### src/rtl/pipe_stage_reg.sv
// ---------------------------------------------------------------------------
// pipe_stage_reg
//
// Purpose:
//   Elastic pipeline register that sits between two pipeline stages
//   (F/D, D/E, E/M, M/W). It moves entries with a valid/ready handshake
//   and has a forward latency of one cycle.
//
//   SKID=1 adds a second (skid) register. With it, in_ready can come from a
//   flop, so the ready path does not depend on out_ready. SKID=0 keeps a
//   single register, and in_ready is then combinational.
//
//   flush, hold and bubble let the pipeline control redirect, freeze and
//   hazard stalls. Their priority is rst > flush > hold > bubble > normal.
//
//   The control field reads as zero whenever no valid entry is presented,
//   so a stalled or emptied stage looks like a NOP downstream.
//
//   A saturating counter records every cycle in which a bubble turns away a
//   valid upstream entry.
//
// Ports:
//   clk         in   1       clock, rising edge
//   rst         in   1       asynchronous, active-high reset
//   in_valid    in   1       upstream entry valid
//   in_ready    out  1       stage accepts an entry this cycle
//   in_ctrl     in   CTRL_W  control payload
//   in_data     in   DATA_W  data payload
//   flush       in   1       drop all held entries and the current input
//   bubble      in   1       refuse input this cycle (load-use hazard)
//   hold        in   1       global freeze of state, payloads and counter
//   out_valid   out  1       entry presented downstream
//   out_ready   in   1       downstream accepts
//   out_ctrl    out  CTRL_W  control payload, 0 when out_valid=0
//   out_data    out  DATA_W  data payload (zeroed when invalid if CLEAR_DATA)
//   occupancy   out  2       entries held (0..2)
//   bubble_cnt  out  CNT_W   saturating count of bubble refusals
// ---------------------------------------------------------------------------
module pipe_stage_reg #(
  parameter int DATA_W     = 32,
  parameter int CTRL_W     = 16,
  parameter int SKID       = 1,
  parameter int CLEAR_DATA = 0,
  parameter int CNT_W      = 16
) (
  input  logic              clk,
  input  logic              rst,
  input  logic              in_valid,
  output logic              in_ready,
  input  logic [CTRL_W-1:0] in_ctrl,
  input  logic [DATA_W-1:0] in_data,
  input  logic              flush,
  input  logic              bubble,
  input  logic              hold,
  output logic              out_valid,
  input  logic              out_ready,
  output logic [CTRL_W-1:0] out_ctrl,
  output logic [DATA_W-1:0] out_data,
  output logic [1:0]        occupancy,
  output logic [CNT_W-1:0]  bubble_cnt
);

  typedef enum logic [1:0] {
    EMPTY = 2'd0,
    ONE   = 2'd1,
    TWO   = 2'd2
  } state_t;

  state_t            state;
  state_t            state_nxt;

  // Registered part of in_ready.
  // SKID=1: "next state is not TWO", captured at the previous edge.
  // SKID=0: only marks that the stage is out of reset.
  // Either way it is 0 while rst is asserted.
  logic              rdy_q;

  logic              accept_ok;
  logic              in_fire;
  logic              out_fire;
  logic              load_main;
  logic              main_from_skid;
  logic              load_skid;
  logic              cnt_inc;

  logic [CTRL_W-1:0] main_ctrl;
  logic [DATA_W-1:0] main_data;
  logic [CTRL_W-1:0] skid_ctrl;
  logic [DATA_W-1:0] skid_data;
  logic [CNT_W-1:0]  cnt;

  // -------------------------------------------------------------------------
  // FSM: state register
  // -------------------------------------------------------------------------
  // NOTE: sequential state uses non-blocking (<=) so every flop samples
  // pre-edge values regardless of process ordering.
  always_ff @(posedge clk or posedge rst) begin
    if (rst) begin
      state <= EMPTY;
    end else begin
      state <= state_nxt;
    end
  end

  // -------------------------------------------------------------------------
  // FSM: next-state logic
  // -------------------------------------------------------------------------
  // in_fire is already 0 under flush/hold/bubble, and out_fire is 0 under
  // hold. So only flush and hold need explicit terms here.
  // NOTE: every always_comb output gets a default first; without it a
  // missed branch infers a latch.
  always_comb begin
    state_nxt = state;
    if (flush) begin
      state_nxt = EMPTY;
    end else if (!hold) begin
      case (state)
        EMPTY: begin
          if (in_fire) state_nxt = ONE;
        end
        ONE: begin
          if (in_fire && !out_fire) begin
            // Unreachable with SKID=0: in_ready there demands out_ready.
            state_nxt = (SKID != 0) ? TWO : ONE;
          end else if (!in_fire && out_fire) begin
            state_nxt = EMPTY;
          end
        end
        TWO: begin
          if (out_fire) state_nxt = ONE;
        end
        default: state_nxt = EMPTY;
      endcase
    end
  end

  // -------------------------------------------------------------------------
  // FSM: outputs
  // -------------------------------------------------------------------------
  always_comb begin
    accept_ok = !hold && !bubble && !flush;
    if (SKID != 0) begin
      in_ready = rdy_q && accept_ok;
    end else begin
      in_ready = rdy_q && ((state == EMPTY) || out_ready) && accept_ok;
    end
    out_valid = (state != EMPTY) && !hold;
    case (state)
      ONE:     occupancy = 2'd1;
      TWO:     occupancy = 2'd2;
      default: occupancy = 2'd0;
    endcase
  end

  assign in_fire  = in_valid && in_ready;
  assign out_fire = out_valid && out_ready;

  always_ff @(posedge clk or posedge rst) begin
    if (rst) begin
      rdy_q <= 1'b0;
    end else if (SKID != 0) begin
      rdy_q <= (state_nxt != TWO);
    end else begin
      rdy_q <= 1'b1;
    end
  end

  // -------------------------------------------------------------------------
  // Payload registers
  // -------------------------------------------------------------------------
  // The main register loads from the input when:
  //   - the stage is empty, or
  //   - the current entry leaves in the same cycle.
  // It refills from skid when TWO drains.
  // The flush gate on the skid move keeps out_data from showing a discarded
  // entry when CLEAR_DATA=0.
  assign load_main      = in_fire && ((state == EMPTY) || ((state == ONE) && out_fire));
  assign main_from_skid = (state == TWO) && out_fire && !flush;
  assign load_skid      = (SKID != 0) && in_fire && (state == ONE) && !out_fire;

  // NOTE: payload registers are reset too. That way out_data reads 0 after
  // reset and no stale partial entry can reach the outputs after an rst
  // mid-transfer.
  always_ff @(posedge clk or posedge rst) begin
    if (rst) begin
      main_ctrl <= '0;
      main_data <= '0;
      skid_ctrl <= '0;
      skid_data <= '0;
    end else begin
      if (load_main) begin
        main_ctrl <= in_ctrl;
        main_data <= in_data;
      end else if (main_from_skid) begin
        main_ctrl <= skid_ctrl;
        main_data <= skid_data;
      end
      if (load_skid) begin
        skid_ctrl <= in_ctrl;
        skid_data <= in_data;
      end
    end
  end

  assign out_ctrl = out_valid ? main_ctrl : '0;
  assign out_data = ((CLEAR_DATA != 0) && !out_valid) ? '0 : main_data;

  // -------------------------------------------------------------------------
  // Bubble counter: saturating, cleared only by rst
  // -------------------------------------------------------------------------
  assign cnt_inc = bubble && in_valid && !hold && !flush;

  always_ff @(posedge clk or posedge rst) begin
    if (rst) begin
      cnt <= '0;
    end else if (cnt_inc && (cnt != {CNT_W{1'b1}})) begin
      cnt <= cnt + 1'b1;
    end
  end

  assign bubble_cnt = cnt;

`ifndef SYNTHESIS
  // The stage must never accept while full, and must never report two
  // entries without a skid register.
  a_no_accept_when_full: assert property (@(posedge clk) disable iff (rst)
    !((state == TWO) && in_fire));
  a_two_needs_skid: assert property (@(posedge clk) disable iff (rst)
    !((SKID == 0) && (state == TWO)));
`endif

endmodule

### config.mk
export PLATFORM = sky130hd
export DESIGN_NAME = pipe_stage_reg
export DESIGN_NICKNAME = d
export VERILOG_FILES = /design/src/rtl/pipe_stage_reg.sv
export SDC_FILE = /design/constraint.sdc
export NUM_CORES = 1
export LEC_CHECK = 0
export CAP_MARGIN = 20
export CELL_PAD_IN_SITES_DETAIL_PLACEMENT = 0
export CELL_PAD_IN_SITES_GLOBAL_PLACEMENT = 1
export CORE_MARGIN = 5
export CORE_UTILIZATION = 25
export DETAILED_ROUTE_END_ITERATION = 8
export GPL_TIMING_DRIVEN = 0
export HOLD_SLACK_MARGIN = 0.06
export PLACE_DENSITY_LB_ADDON = 0.12
export SLEW_MARGIN = 20
export SYNTH_ARGS = -nofsm -noshare
export SYNTH_HDL_FRONTEND = slang
export SYNTH_SLANG_ARGS = --single-unit
### constraint.sdc
create_clock -name clk -period 5.55 [get_ports clk]
set_clock_uncertainty 0.2 [all_clocks]
set_input_delay 1.665 -clock clk [delete_from_list [all_inputs] [get_ports clk]]
set_output_delay 1.665 -clock clk [all_outputs]
set_load 0.01 [all_outputs]
==> impl_metrics.csv <==
group,metric,value,unit
power,swShare,26.2,%
synth,synthesis.nets,491,
cts,clockRootBuffer,"clkbuf_16",
min_path,min_from,"bubble_cnt[9]$_DFFE_PP0P_",
timing,rsz0062_at_grt,"false",
setup_path,timing.rr.end,"out_data[19]$_DFFE_PP0P_",
power,power.density,332,nW/um2
placed_design,portBuffers,122,
outcome,outcome,"finished clean",
setup_path,end_kind,"output port",
cells_and_area,syn_to_final_growth,42.6,%
cts,clk_pin_slew_worst_paths,0.06,ns
cells_and_area,fillCellCount,1998,
setup_path,required,3.69,ns
cts,postCtsSetupRepairBufs,0,
power,power.switching,629,uW
cells_and_area,final_cell_mix,"clkdlybuf4s50_1, dfrtp_1, o21ai_0, inv_1, a22oi_1",
floorplanning,io_pins,123,
routing,drc_errors,0,
floorplanning,die_h,152,um
setup_path,crit_path_max_fanout,18,
cells_and_area,drive_gt1_share,18.0,%
setup_path,arrival,3.48,ns
routing,vias,3808,
setup_path,r2r-start,"state[0]$_DFF_PP0_",
job,drv_cap,0,
cts,hold_buffers,0,
cts,cts_tree,"done",
synth,netlist_instances,435,
synth,synth_edf_count,0,
timing,slew_violations,0,
setup_path,critical_path_class,"in2out",
cts,ctsResizeCount,0,
placed_design,gp_congestion,0.753,
cells_and_area,layout.area.seq,2880,um2
power,p_int,1.77,mW
timing,period_share,96.3,%
cells_and_area,final_common_cell,"clkdlybuf4s50_1",
synth,yosysUniqueCellTypes,44,
synth,syn_area,5060,um2
timing,fin_setup_tns,0,ns
synth,ys_warn_count,0,
timing,hold_viol,0,
setup_path,critPathLaunchType,"input port",
cts,clk_latency,0.41,ns
routing,first_iter_violations,115,
power,comb_power_share,14.5,%
routing,drt_pass1_iterations,4,
timing,finalSetupViolations,0,
timing,fmax,0.187,GHz
setup_path,reg2reg_depth,7,
cts,cts_inserted_buffers,17,
floorplanning,coreArea,20100,um2
synth,ys_ff_latch,115,
grt,grt_max_degree,76,
timing,relSlewSlack,61.5,%
setup_path,rrSetupSlack,2.99,ns
grt,antenna_found_initial,0,
floorplanning,start_util,25.1,%
synth,syn_avg_cell_area,11.6,um2
power,clock_power_share,43.6,%
power,power_leakage,3.19,nW
synth,synthFlopType,"dfrtp_1",
min_path,hold_path.class,"reg2reg",
grt,grt_overflow_total,0,
cells_and_area,stdcell_count,859,
routing,wl_per_cell,15.8,um
routing,postRouteAntennaNets,0,
placed_design,dpl.hpwl,9.59,mm
cells_and_area,fin_nets,632,
grt,grt_first_pass_wirelength,22.6,mm
setup_path,cp-startpoint,"hold",
cts,clock_sinks,115,
timing,period_needed,5.35,ns
floorplanning,die-area,23200,um2
synth,async_flop_share,100,%
cts,cts_max_level,4,
grt,track_usage,12.1,%
cts,cts_max_path_buffers,2,
power,pwr-share-seq,41.9,%
cells_and_area,multi_input_area,1860,um2
cells_and_area,antenna-diode-count,0,
routing,vias_per_cell,4.43,
setup_path,worstSetupEndpoint,"out_ctrl[10]",
timing,holdWs,0.293,ns
power,ir_drop,0.000199,V
routing,wl,13.6,mm
timing,worst_slew_pin_slew,0.576,ns
floorplanning,row_count,52,
grt,grt_pass1_vias,4232,
placed_design,placed_cells,828,
synth,synth_seq_area_share,56.9,%
floorplanning,die_x,152,um
==> routing by layer <==
| metal | share of wire [%] | up-vias | global-route usage [%] |
|---|---|---|---|
| met1 | 47 | 1898 | 15.4 |
| met3 | 6.1 | 11 | 4.52 |
| met2 | 46 | 97 | 19.2 |
| met5 | 0 | - | 0 |
| met4 | 1.1 | 0 | 3.51 |
| li1 | - | 1802 | - |
==> critical path, stage by stage <==
cell and delay [ns]:
clkdlybuf4s50_1 0.52, o21ba_2 0.52, and2_1 0.22, clkdlybuf4s50_1 0.54
==> cell type report <==
| cell class | count | area share, % |
|---|---|---|
| multi-input cells | 246 | 25.8 |
| well taps | 270 | 4.69 |
| flip-flops and latches | 115 | 39.9 |
| clock inverters | 14 | 1.77 |
| repair buffers | 123 | 17.3 |
| plain buffers | 22 | 1.75 |
| clock buffers | 18 | 6.09 |
| inverters | 51 | 2.72 |
==> synth_stat cells, types with 2 or more instances <==
library cell	n	area [um2]
nand3_1	4	20.0
and2_1	19	119
o21ai_1	2	10.0
and3_1	3	18.8
o21ai_0	51	255
mux2i_1	2	20.0
inv_1	51	191
mux2_2	40	450
and4_1	2	17.5
a21oi_1	3	15.0
buf_1	2	7.51
buf_2	11	55.1
o211ai_1	3	22.5
a31oi_1	2	12.5
xor2_1	3	26.3
nor2_1	6	22.5
nand4_1	5	31.3
a22oi_1	46	345
mux2_4	9	135
nand2b_1	2	12.5
nor4_1	4	25.0
xnor2_1	12	105
dfrtp_1	115	2880
nand2_1	10	37.5
buf_6	2	22.5
nor3_1	2	10.0
buf_4	4	30.0
clkbuf_1	4	15.0
==> logic make-up after synthesis <==
family	count (synthesis)	share of synthesized area, %
AO/OA/AOI/OAI	113	14.2
XOR/XNOR	15	2.60
adder cells (fa/ha/maj)	1	0.247
buffers and inverters	74	6.36
flip-flops	115	56.9
multiplexers	51	12.0
AND/OR/NAND/NOR	66	7.72
==> registers in the layout, indices dropped and copies added (netlist names) <==
signal	cells
skid_data	32
bubble_cnt	16
out_data	32
main_ctrl	16
skid_ctrl	16
state	2
rdy_q	1
==> power by group through the flow <==
stage | clock network [mW] | logic, mW | registers, mW
3_3_place_gp | 0 | 0.347 | 1.02
4_1_cts | 1.08 | 0.356 | 1.00
5_1_grt | 1.12 | 0.384 | 1.01
3_5_place_dp | 0 | 0.353 | 1.02
6_report | 1.04 | 0.348 | 1.00
2_1_floorplan | 0 | 0.111 | 1.03
==> through the flow <==
step                      power [mW]  utilization [%]  cell area [um2]  worst slack, ns
after floorplan                 1.14                -             5060            0.641
after global placement          1.36             32.9             6620            -1.29
after detailed placement        1.37             33.1             6650           -0.200
after CTS                       2.44             35.9             7210            0.127
after global routing            2.52             35.9             7210           0.0635
final                           2.39             35.9             7210            0.203
==> how the worst min path moves through the flow <==
stage | endpoint | slack [ns] | cells after the start
finish | bubble_cnt[9]$_DFFE_PP0P_ | 0.29 | 1
global route | skid_ctrl[11]$_DFFE_PP0P_ | 0.31 | 1
CTS | bubble_cnt[9]$_DFFE_PP0P_ | 0.29 | 1
detailed placement | bubble_cnt[9]$_DFFE_PP0P_ | 0.28 | 1
global placement | out_data[21]$_DFFE_PP0P_ | 0.28 | 2
floorplan | main_ctrl[10]$_DFFE_PP0P_ | 0.27 | 2
Power figures use the tool's default switching activity.
